==> src/rtl/cdb_pkg.sv <==
// Package cdb_pkg: constants and small helpers shared by the common-data-bus (CDB)
// arbiter slice.
//   TAG_NONE        tag value meaning "no destination"; never broadcast
//   TAG_W_DEF       default ROB tag width
//   DATA_W_DEF      default result data width
//   NUM_SRC_DEF     default number of result producers
//   BUF_DEPTH_DEF   default per-source FIFO depth
//   SRC_ALU/SRC_MEM source index of the ALU and of the memory unit
//   count_ones4     population count of up to four request bits
package cdb_pkg;

  localparam int TAG_NONE      = 0;
  localparam int TAG_W_DEF     = 3;
  localparam int DATA_W_DEF    = 32;
  localparam int NUM_SRC_DEF   = 2;
  localparam int BUF_DEPTH_DEF = 2;

  localparam int SRC_ALU = 0;
  localparam int SRC_MEM = 1;

  // Number of set bits in a 4-bit vector; NUM_SRC never exceeds four.
  function automatic logic [2:0] count_ones4(input logic [3:0] v);
    return {2'b00, v[0]} + {2'b00, v[1]} + {2'b00, v[2]} + {2'b00, v[3]};
  endfunction

endpackage

==> src/rtl/cdb_arbiter_if.sv <==
// Interface cdb_arbiter_if: producer-side handshake and CDB broadcast bundle.
//   src_valid  per-source result valid            (producer -> arbiter)
//   src_ready  per-source FIFO can accept         (arbiter -> producer)
//   src_tag    packed tags, source i at [i*TAG_W +: TAG_W]
//   src_data   packed data, source i at [i*DATA_W +: DATA_W]
//   cdb_valid  broadcast valid                    (arbiter -> snoopers)
//   cdb_tag    broadcast tag, 0 when cdb_valid=0
//   cdb_data   broadcast data
//   cdb_src    index of the winning source
// Modports: master = producers/snoopers side, slave = arbiter side.
interface cdb_arbiter_if
  import cdb_pkg::*;
#(
  parameter int NUM_SRC = NUM_SRC_DEF,
  parameter int TAG_W   = TAG_W_DEF,
  parameter int DATA_W  = DATA_W_DEF
);

  localparam int SRC_W = $clog2(NUM_SRC);

  logic [NUM_SRC-1:0]        src_valid;
  logic [NUM_SRC-1:0]        src_ready;
  logic [NUM_SRC*TAG_W-1:0]  src_tag;
  logic [NUM_SRC*DATA_W-1:0] src_data;
  logic                      cdb_valid;
  logic [TAG_W-1:0]          cdb_tag;
  logic [DATA_W-1:0]         cdb_data;
  logic [SRC_W-1:0]          cdb_src;

  modport master (
    output src_valid, src_tag, src_data,
    input  src_ready, cdb_valid, cdb_tag, cdb_data, cdb_src
  );

  modport slave (
    input  src_valid, src_tag, src_data,
    output src_ready, cdb_valid, cdb_tag, cdb_data, cdb_src
  );

endinterface

==> src/rtl/cdb_src_fifo.sv <==
// Module cdb_src_fifo: private result FIFO of one CDB producer.
//   clk        clock, posedge
//   rst        synchronous active-low reset, empties the FIFO
//   flush      empties the FIFO; a push in the same cycle is dropped
//   push       write push_data at the tail (ignored when full)
//   push_data  {tag,data} entry
//   pop        remove the head (ignored when empty)
//   head       current head entry, valid while empty=0
//   empty      no entries stored (from registered count)
//   full       BUF_DEPTH entries stored (from registered count)
module cdb_src_fifo #(
  parameter int W     = 35,
  parameter int DEPTH = 2
) (
  input  logic         clk,
  input  logic         rst,
  input  logic         flush,
  input  logic         push,
  input  logic [W-1:0] push_data,
  input  logic         pop,
  output logic [W-1:0] head,
  output logic         empty,
  output logic         full
);

  localparam int PTR_W = $clog2(DEPTH);
  localparam int CNT_W = PTR_W + 1;

  logic [W-1:0]     mem_r [DEPTH];
  logic [PTR_W-1:0] wr_ptr_r;
  logic [PTR_W-1:0] rd_ptr_r;
  logic [CNT_W-1:0] count_r;
  logic             do_push_s;
  logic             do_pop_s;

  assign empty     = (count_r == '0);
  assign full      = (count_r == CNT_W'(DEPTH));
  assign do_push_s = push & ~full;
  assign do_pop_s  = pop & ~empty;
  assign head      = mem_r[rd_ptr_r];

  // Pointer and occupancy bookkeeping; pointers wrap naturally (DEPTH is a power of two).
  always_ff @(posedge clk) begin
    if (!rst || flush) begin
      wr_ptr_r <= '0;
      rd_ptr_r <= '0;
      count_r  <= '0;
    end else begin
      if (do_push_s) wr_ptr_r <= wr_ptr_r + PTR_W'(1);
      if (do_pop_s)  rd_ptr_r <= rd_ptr_r + PTR_W'(1);
      case ({do_push_s, do_pop_s})
        2'b10:   count_r <= count_r + CNT_W'(1);
        2'b01:   count_r <= count_r - CNT_W'(1);
        default: count_r <= count_r;
      endcase
    end
  end

  // Entry storage; contents need no reset because count gates every read.
  always_ff @(posedge clk) begin
    if (rst && !flush && do_push_s) begin
      mem_r[wr_ptr_r] <= push_data;
    end
  end

endmodule

==> src/rtl/cdb_arbiter.sv <==
// Module cdb_arbiter: shares one registered common data bus between NUM_SRC producers.
// Each producer feeds a private cdb_src_fifo; a round-robin pointer picks one non-empty
// FIFO per cycle and its head is broadcast on the next edge. Tag 0 is accepted but dropped.
//   clk             clock, posedge
//   rst             synchronous active-low reset (priority over flush)
//   flush           mispredict flush: drops buffered results and this cycle's pushes
//   bus             cdb_arbiter_if.slave: src_valid/ready/tag/data in, cdb_* out
//   stat_conflicts  (only with CDB_STATS_EN) wrapping count of cycles with >=2 non-empty FIFOs
// Optional feature macro: CDB_STATS_EN.
module cdb_arbiter
  import cdb_pkg::*;
#(
  parameter int NUM_SRC   = NUM_SRC_DEF,
  parameter int TAG_W     = TAG_W_DEF,
  parameter int DATA_W    = DATA_W_DEF,
  parameter int BUF_DEPTH = BUF_DEPTH_DEF
) (
  input  logic         clk,
  input  logic         rst,
  input  logic         flush,
`ifdef CDB_STATS_EN
  output logic [31:0]  stat_conflicts,
`endif
  cdb_arbiter_if.slave bus
);

  localparam int SRC_W = $clog2(NUM_SRC);
  localparam int ENT_W = TAG_W + DATA_W;

  logic [NUM_SRC-1:0] ready_s;
  logic [NUM_SRC-1:0] push_s;
  logic [NUM_SRC-1:0] pop_s;
  logic [NUM_SRC-1:0] empty_s;
  logic [NUM_SRC-1:0] full_s;
  logic [ENT_W-1:0]   head_s [NUM_SRC];

  logic               found_s;
  logic [SRC_W-1:0]   winner_s;
  logic [ENT_W-1:0]   win_head_s;
  logic [SRC_W-1:0]   rr_next_s;

  logic [SRC_W-1:0]   rr_ptr_r;
  logic               cdb_valid_r;
  logic [TAG_W-1:0]   cdb_tag_r;
  logic [DATA_W-1:0]  cdb_data_r;
  logic [SRC_W-1:0]   cdb_src_r;

  // Ready comes from registered occupancy only, so a full FIFO being popped still reads 0.
  assign ready_s       = {NUM_SRC{rst}} & ~full_s;
  assign bus.src_ready = ready_s;

  for (genvar i = 0; i < NUM_SRC; i++) begin : g_src
    // A zero tag completes the handshake but never enters the FIFO.
    assign push_s[i] = bus.src_valid[i] & ready_s[i] &
                       (bus.src_tag[i*TAG_W +: TAG_W] != TAG_W'(TAG_NONE));

    cdb_src_fifo #(
      .W     (ENT_W),
      .DEPTH (BUF_DEPTH)
    ) u_fifo (
      .clk       (clk),
      .rst       (rst),
      .flush     (flush),
      .push      (push_s[i]),
      .push_data ({bus.src_tag[i*TAG_W +: TAG_W], bus.src_data[i*DATA_W +: DATA_W]}),
      .pop       (pop_s[i]),
      .head      (head_s[i]),
      .empty     (empty_s[i]),
      .full      (full_s[i])
    );
  end

  // Round-robin winner: first non-empty FIFO scanning upward from rr_ptr, wrapping.
  always_comb begin
    int sum;
    int idx;
    found_s    = 1'b0;
    winner_s   = '0;
    win_head_s = '0;
    sum        = 0;
    idx        = 0;
    for (int k = 0; k < NUM_SRC; k++) begin
      sum = int'(rr_ptr_r) + k;
      idx = (sum >= NUM_SRC) ? (sum - NUM_SRC) : sum;
      if (!found_s && !empty_s[idx]) begin
        found_s    = 1'b1;
        winner_s   = SRC_W'(idx);
        win_head_s = head_s[idx];
      end else begin
        found_s    = found_s;
      end
    end
  end

  // Pop strobe for the winner and the pointer value that follows it.
  always_comb begin
    if (found_s) begin
      pop_s = {{(NUM_SRC-1){1'b0}}, 1'b1} << winner_s;
    end else begin
      pop_s = '0;
    end
    if (winner_s == SRC_W'(NUM_SRC - 1)) begin
      rr_next_s = '0;
    end else begin
      rr_next_s = winner_s + SRC_W'(1);
    end
  end

  // CDB output registers and round-robin pointer.
  always_ff @(posedge clk) begin
    if (!rst) begin
      rr_ptr_r    <= '0;
      cdb_valid_r <= 1'b0;
      cdb_tag_r   <= '0;
      cdb_data_r  <= '0;
      cdb_src_r   <= '0;
    end else if (flush) begin
      // Pointer deliberately kept so fairness continues across the flush.
      cdb_valid_r <= 1'b0;
      cdb_tag_r   <= '0;
    end else if (found_s) begin
      rr_ptr_r    <= rr_next_s;
      cdb_valid_r <= 1'b1;
      cdb_tag_r   <= win_head_s[ENT_W-1 -: TAG_W];
      cdb_data_r  <= win_head_s[DATA_W-1:0];
      cdb_src_r   <= winner_s;
    end else begin
      cdb_valid_r <= 1'b0;
      cdb_tag_r   <= '0;
    end
  end

  assign bus.cdb_valid = cdb_valid_r;
  assign bus.cdb_tag   = cdb_tag_r;
  assign bus.cdb_data  = cdb_data_r;
  assign bus.cdb_src   = cdb_src_r;

`ifdef CDB_STATS_EN
  logic [3:0]  nonempty4_s;
  logic        conflict_s;
  logic [31:0] conflicts_r;

  // Conflict detect: two or more producers waiting in the same cycle.
  always_comb begin
    nonempty4_s              = 4'b0000;
    nonempty4_s[NUM_SRC-1:0] = ~empty_s;
    conflict_s               = (count_ones4(nonempty4_s) >= 3'd2);
  end

  // Conflict counter; survives flush, wraps at 2^32.
  always_ff @(posedge clk) begin
    if (!rst) begin
      conflicts_r <= 32'd0;
    end else if (conflict_s) begin
      conflicts_r <= conflicts_r + 32'd1;
    end else begin
      conflicts_r <= conflicts_r;
    end
  end

  assign stat_conflicts = conflicts_r;
`endif

endmodule

==> src/flat_wrapper.sv <==
// flat-port wrapper written by rule: the top's interface ports become plain ports
module cdb_arbiter_flat import cdb_pkg::*;
#(
  parameter int NUM_SRC   = NUM_SRC_DEF,
  parameter int TAG_W     = TAG_W_DEF,
  parameter int DATA_W    = DATA_W_DEF,
  parameter int BUF_DEPTH = BUF_DEPTH_DEF
)
  (clk, rst, flush, bus_src_valid, bus_src_tag, bus_src_data, bus_src_ready, bus_cdb_valid, bus_cdb_tag, bus_cdb_data, bus_cdb_src);
  cdb_arbiter_if #(.NUM_SRC(NUM_SRC), .TAG_W(TAG_W), .DATA_W(DATA_W)) bus_i ();
  input  logic clk;
  input  logic rst;
  input  logic flush;
  input wire logic [$bits(bus_i.src_valid)-1:0] bus_src_valid;
  input wire logic [$bits(bus_i.src_tag)-1:0] bus_src_tag;
  input wire logic [$bits(bus_i.src_data)-1:0] bus_src_data;
  output wire logic [$bits(bus_i.src_ready)-1:0] bus_src_ready;
  output wire logic [$bits(bus_i.cdb_valid)-1:0] bus_cdb_valid;
  output wire logic [$bits(bus_i.cdb_tag)-1:0] bus_cdb_tag;
  output wire logic [$bits(bus_i.cdb_data)-1:0] bus_cdb_data;
  output wire logic [$bits(bus_i.cdb_src)-1:0] bus_cdb_src;
  assign bus_i.src_valid = bus_src_valid;
  assign bus_i.src_tag = bus_src_tag;
  assign bus_i.src_data = bus_src_data;
  assign bus_src_ready = bus_i.src_ready;
  assign bus_cdb_valid = bus_i.cdb_valid;
  assign bus_cdb_tag = bus_i.cdb_tag;
  assign bus_cdb_data = bus_i.cdb_data;
  assign bus_cdb_src = bus_i.cdb_src;
  cdb_arbiter #(.NUM_SRC(NUM_SRC), .TAG_W(TAG_W), .DATA_W(DATA_W), .BUF_DEPTH(BUF_DEPTH)) u_core (.clk(clk), .rst(rst), .flush(flush), .bus(bus_i));
endmodule
==> config.mk <==
export PLATFORM = sky130hd
export DESIGN_NAME = cdb_arbiter_flat
export DESIGN_NICKNAME = d
export VERILOG_FILES = /design/src/rtl/cdb_pkg.sv /design/src/rtl/cdb_arbiter_if.sv /design/src/rtl/cdb_src_fifo.sv /design/src/rtl/cdb_arbiter.sv /design/src/flat_wrapper.sv
export SDC_FILE = /design/constraint.sdc
export NUM_CORES = 1
export LEC_CHECK = 0
export CORE_MARGIN = 3
export CORE_UTILIZATION = 45
export DETAILED_ROUTE_END_ITERATION = 6
export PLACE_DENSITY = 0.69
export SLEW_MARGIN = 20
export SYNTH_ARGS = -nofsm -noshare
export SYNTH_HDL_FRONTEND = slang
export SYNTH_SLANG_ARGS = --single-unit
==> constraint.sdc <==
create_clock -name clk -period 14.01 [get_ports clk]
set_input_delay 2.802 -clock clk [delete_from_list [all_inputs] [get_ports clk]]
set_output_delay 2.802 -clock clk [all_outputs]
set_load 0.05 [all_outputs]
==> summary by stage <==
Outcome
The run finished with clean final reports.

Setup path
In this run the critical register-to-register path is launched from u_core.g_src[0].u_fifo.count_r[0]$_SDFFE_PP0P_. The endpoint type of the worst setup path is an output pin. The data required time of the critical path is 11210 ps.

The maximum cell stage delay along the critical path is 800 ps. The signal on the critical path passes through clkdlybuf4s50_1, buf_4, o21a_1, clkdlybuf4s50_1. Broken down by cell family, the worst path's largest delay share belongs to buffers and inverters. Data arrives at the worst endpoint at 4610 ps.

The total number of cells along the worst setup path is 4. Along the worst path, the maximum fanout reaches 37. The most numerous cell type found on the critical path is sky130_fd_sc_hd__clkdlybuf4s50_1. STA classifies the critical path startpoint as an input pin. The worst register-to-register path ends at u_core.g_src[1].u_fifo.count_r[1]$_SDFFE_PP0P_. The critical path is of the in -> out type. Together, buffers and inverters on the worst path number 3. Across all register-to-register paths, the minimum setup slack is 11710 ps. The worst register-to-register path has a depth of 6. The largest individual stage delay along the critical path comes from the cell sky130_fd_sc_hd__clkdlybuf4s50_1.

Synthesis
The share of the Yosys chip area taken by registers is 74.8%. In this run, synthesis inferred 140 flip-flops with an integrated enable. The synthesized netlist cell count is 409. Yosys mapped the design onto 33 distinct sky130hd cell types. The most frequently used flop master after synthesis is sky130_fd_sc_hd__edfxtp_1.

The number of register bits inferred by synthesis is 188. The Yosys step of the flow raised 0 warnings. Of all flip-flops after synthesis, the portion carrying an async set or reset was 0%.

The cell area after synthesis is 6900 um2. The number of nets handed over by synthesis was 486. The average cell area after synthesis is 16.9 um2.

Clocking
The TritonCTS clock tree is done. The clock drives 188 sinks. The clock slew seen by the registers of the worst setup and hold paths is 60 ps. The number of buffers inserted during clock tree synthesis is 17.

Gates resized during post-CTS repair numbered 0. The clock reaches the later pin of the worst-skew pair after 420 ps. After clock tree synthesis, the flow added hold-fix buffers numbering 0.

Counting along the longest clock path gives a buffer depth of 2. The tree is rooted in a sky130_fd_sc_hd__clkbuf_16. The H-tree was split into 4 levels. Buffers added to address setup during post-CTS repair amount to 0.

Pwr
For this design the ratio of total power to cell area is 133 nW/um2. The reported leakage power is 2.84 nW. The worst voltage drop across the vdd grid is 76.9 uV.

Hold path
The worst hold path terminates at u_core.bus.cdb_data[4]$_SDFFE_PN0P_. The beginning of the worst hold path is u_core.bus.cdb_data[4]$_SDFFE_PN0P_. The type of the tightest min-delay check is reg -> reg. The worst hold path was traced through 2 stages.

Die
The initial utilization of the core area, before any placement, comes to 46.8%. The placement row count is 44. The floorplan step defined a die boundary enclosing 16900 um2. The number of I/O pins is 114. In this run the standard cell core region covers 14800 um2.

The die is 130 um wide. The floorplan step set the die height to 130 um.

STA
Once routing completed, OpenROAD measured the worst setup slack at 6600 ps. Based on the critical path, the design can be clocked at up to 135 MHz. In this run the tightest slew margin relative to its limit is 33.9%. For the pin with the worst max-slew slack, the measured transition is 991 ps.

Dividing the final minimum period by the clock period gives 52.9%. The number of pins exceeding their max-slew limit in the final report is 0. The routed design could run at a clock period as short as 7410 ps.

Setup repair after global routing left no endpoint under its margin. Setup total negative slack on the finished layout was measured at 0 ps. The count of endpoints failing hold in the final timing report is 0. Setup violations remaining at the end of the flow were counted as 0. The final worst clock skew is 7.55 ps.

Routing
The first-pass detailed-route iteration total is 5. For this run, design rule violations remaining after detail routing come to 0. Summed over all layers, the routed wires come to 13700 um.

The count of routing violations after the opening detailed-route iteration is 219. Across all layers, the routed design uses 3834 vias. The detail-routed via count per cell is 5.29. The final routed wire length divided by cell count is 18.9 um. The number of nets with antenna violations after routing is 0.

Finish
The number of antenna diodes in the final layout is 0. The top cell types in the final layout, fill and taps aside, are 140 x sky130_fd_sc_hd__edfxtp_1, 113 x sky130_fd_sc_hd__clkdlybuf4s50_1, 47 x sky130_fd_sc_hd__mux2i_1. The signed area change from the synthesized netlist to the final layout is 27.1%. The most common library cell in the layout ignoring fill and taps is sky130_fd_sc_hd__edfxtp_1. For this run, the post-layout net count is 605. The share of final-layout standard cells stronger than drive strength 1 is 13.5%. The final cell utilization of the core is 59.5%. The count of cells in the finished layout, fillers not included, comes to 725.

GRT
The first-pass GRT wire length is 21700 um. The number of global-route vias before repair is 4141. The number of antenna violations at the first check in global routing is 0. The pin count of the biggest net entering global routing is 38. After global routing the overflow that remains totals 0. Global routing used 17.2% of the available tracks across all layers.

Placement
Before CTS, the worst setup slack after placement is 6580 ps. The count of buffers inserted at the top-level ports is 113. The total placed cells including tap cells is 693. The wire-length estimate of the detail-placed layout is 9120 um. The final weighted congestion in routability-driven placement is 0.778.

Job
Across the run, the number of max-cap violations was 0.
## registers in the layout (all words and copies together) (netlist names), named ones only
register / count
u_core.bus.cdb_data: 32
u_core.bus.cdb_tag: 3
u_core.g_src.u_fifo.mem_r: 140
u_core.g_src.u_fifo.rd_ptr_r: 2
u_core.bus.cdb_valid: 1
u_core.bus.cdb_src: 1
u_core.rr_ptr_r: 1
u_core.g_src.u_fifo.count_r: 4
u_core.g_src.u_fifo.wr_ptr_r: 2
## per-stage QoR
stage / hold slack (ps) / area, um2 / power [mW]
5_1_grt: 496 / 8770 / 1.21
6_report: 473 / 8770 / 1.17
3_5_place_dp: 465 / 8240 / 0.758
2_1_floorplan: 481 / 6900 / 0.703
3_3_place_gp: 470 / 8240 / 0.755
4_1_cts: 476 / 8760 / 1.18
## area by class of cell
class | count | area, um2
flip-flops and latches | 188 | 5170
clock buffers | 29 | 500
inverters | 7 | 26.3
repair buffers | 121 | 1190
fillers | 1146 | 5980
clock inverters | 3 | 17.5
well taps | 184 | 230
multi-input cells | 193 | 1640
## Yosys cell counts (all sizes together) (4+ instances only)
cell type	instances	area, um2
nor2	15	75.1
o221ai	25	219
buf	18	95.1
o21ai	5	25.0
mux2i	48	493
edfxtp	140	4200
nand2	4	15.0
a21oi	28	140
or3	4	25.0
dfxtp	48	961
inv	7	26.3
xnor2	5	43.8
a22o	4	35.0
mux2	29	327
## where the power goes
group          switching (mW)  internal (mW)
Sequential             0.0121          0.614
Combinational          0.0670         0.0528
Clock                   0.182          0.241
Total                   0.261          0.907
## tightest hold or removal path, cell delays in order (launching register included)
cell and delay, ps:
sky130_fd_sc_hd__dfxtp_1 310, sky130_fd_sc_hd__nand2_1 50, sky130_fd_sc_hd__o22ai_1 60
## metal layers
layer / part of all wire, % / global-route usage [%] / wire length, um / vias to the layer above
li1: - / - / - / 1830
met1: 41 / 21.5 / 5670 / 1886
met2: 52 / 28.8 / 7140 / 106
met3: 5.5 / 4.75 / 759 / 12
met4: 1.2 / 6.23 / 161 / 0
met5: 0 / 0 / 0 / -
## worst max path at each step
stage	slack, ps	to	startpoint
4_1_cts	6580	bus_src_ready[1]	rst
5_1_grt	6530	bus_src_ready[0]	rst
2_1_floorplan	7440	bus_src_ready[0]	rst
6_report	6600	bus_src_ready[0]	rst
3_5_place_dp	6580	bus_src_ready[1]	rst
3_3_place_gp	6580	bus_src_ready[0]	rst
## logic make-up after synthesis
group	synth area share (%)
compound gates	7.61
xor+xnor	1.02
fa+ha+maj	0.362
buf+inv	1.92
flops	74.8
mux	11.9
simple gates	2.39
Power figures use the tool's default switching activity.
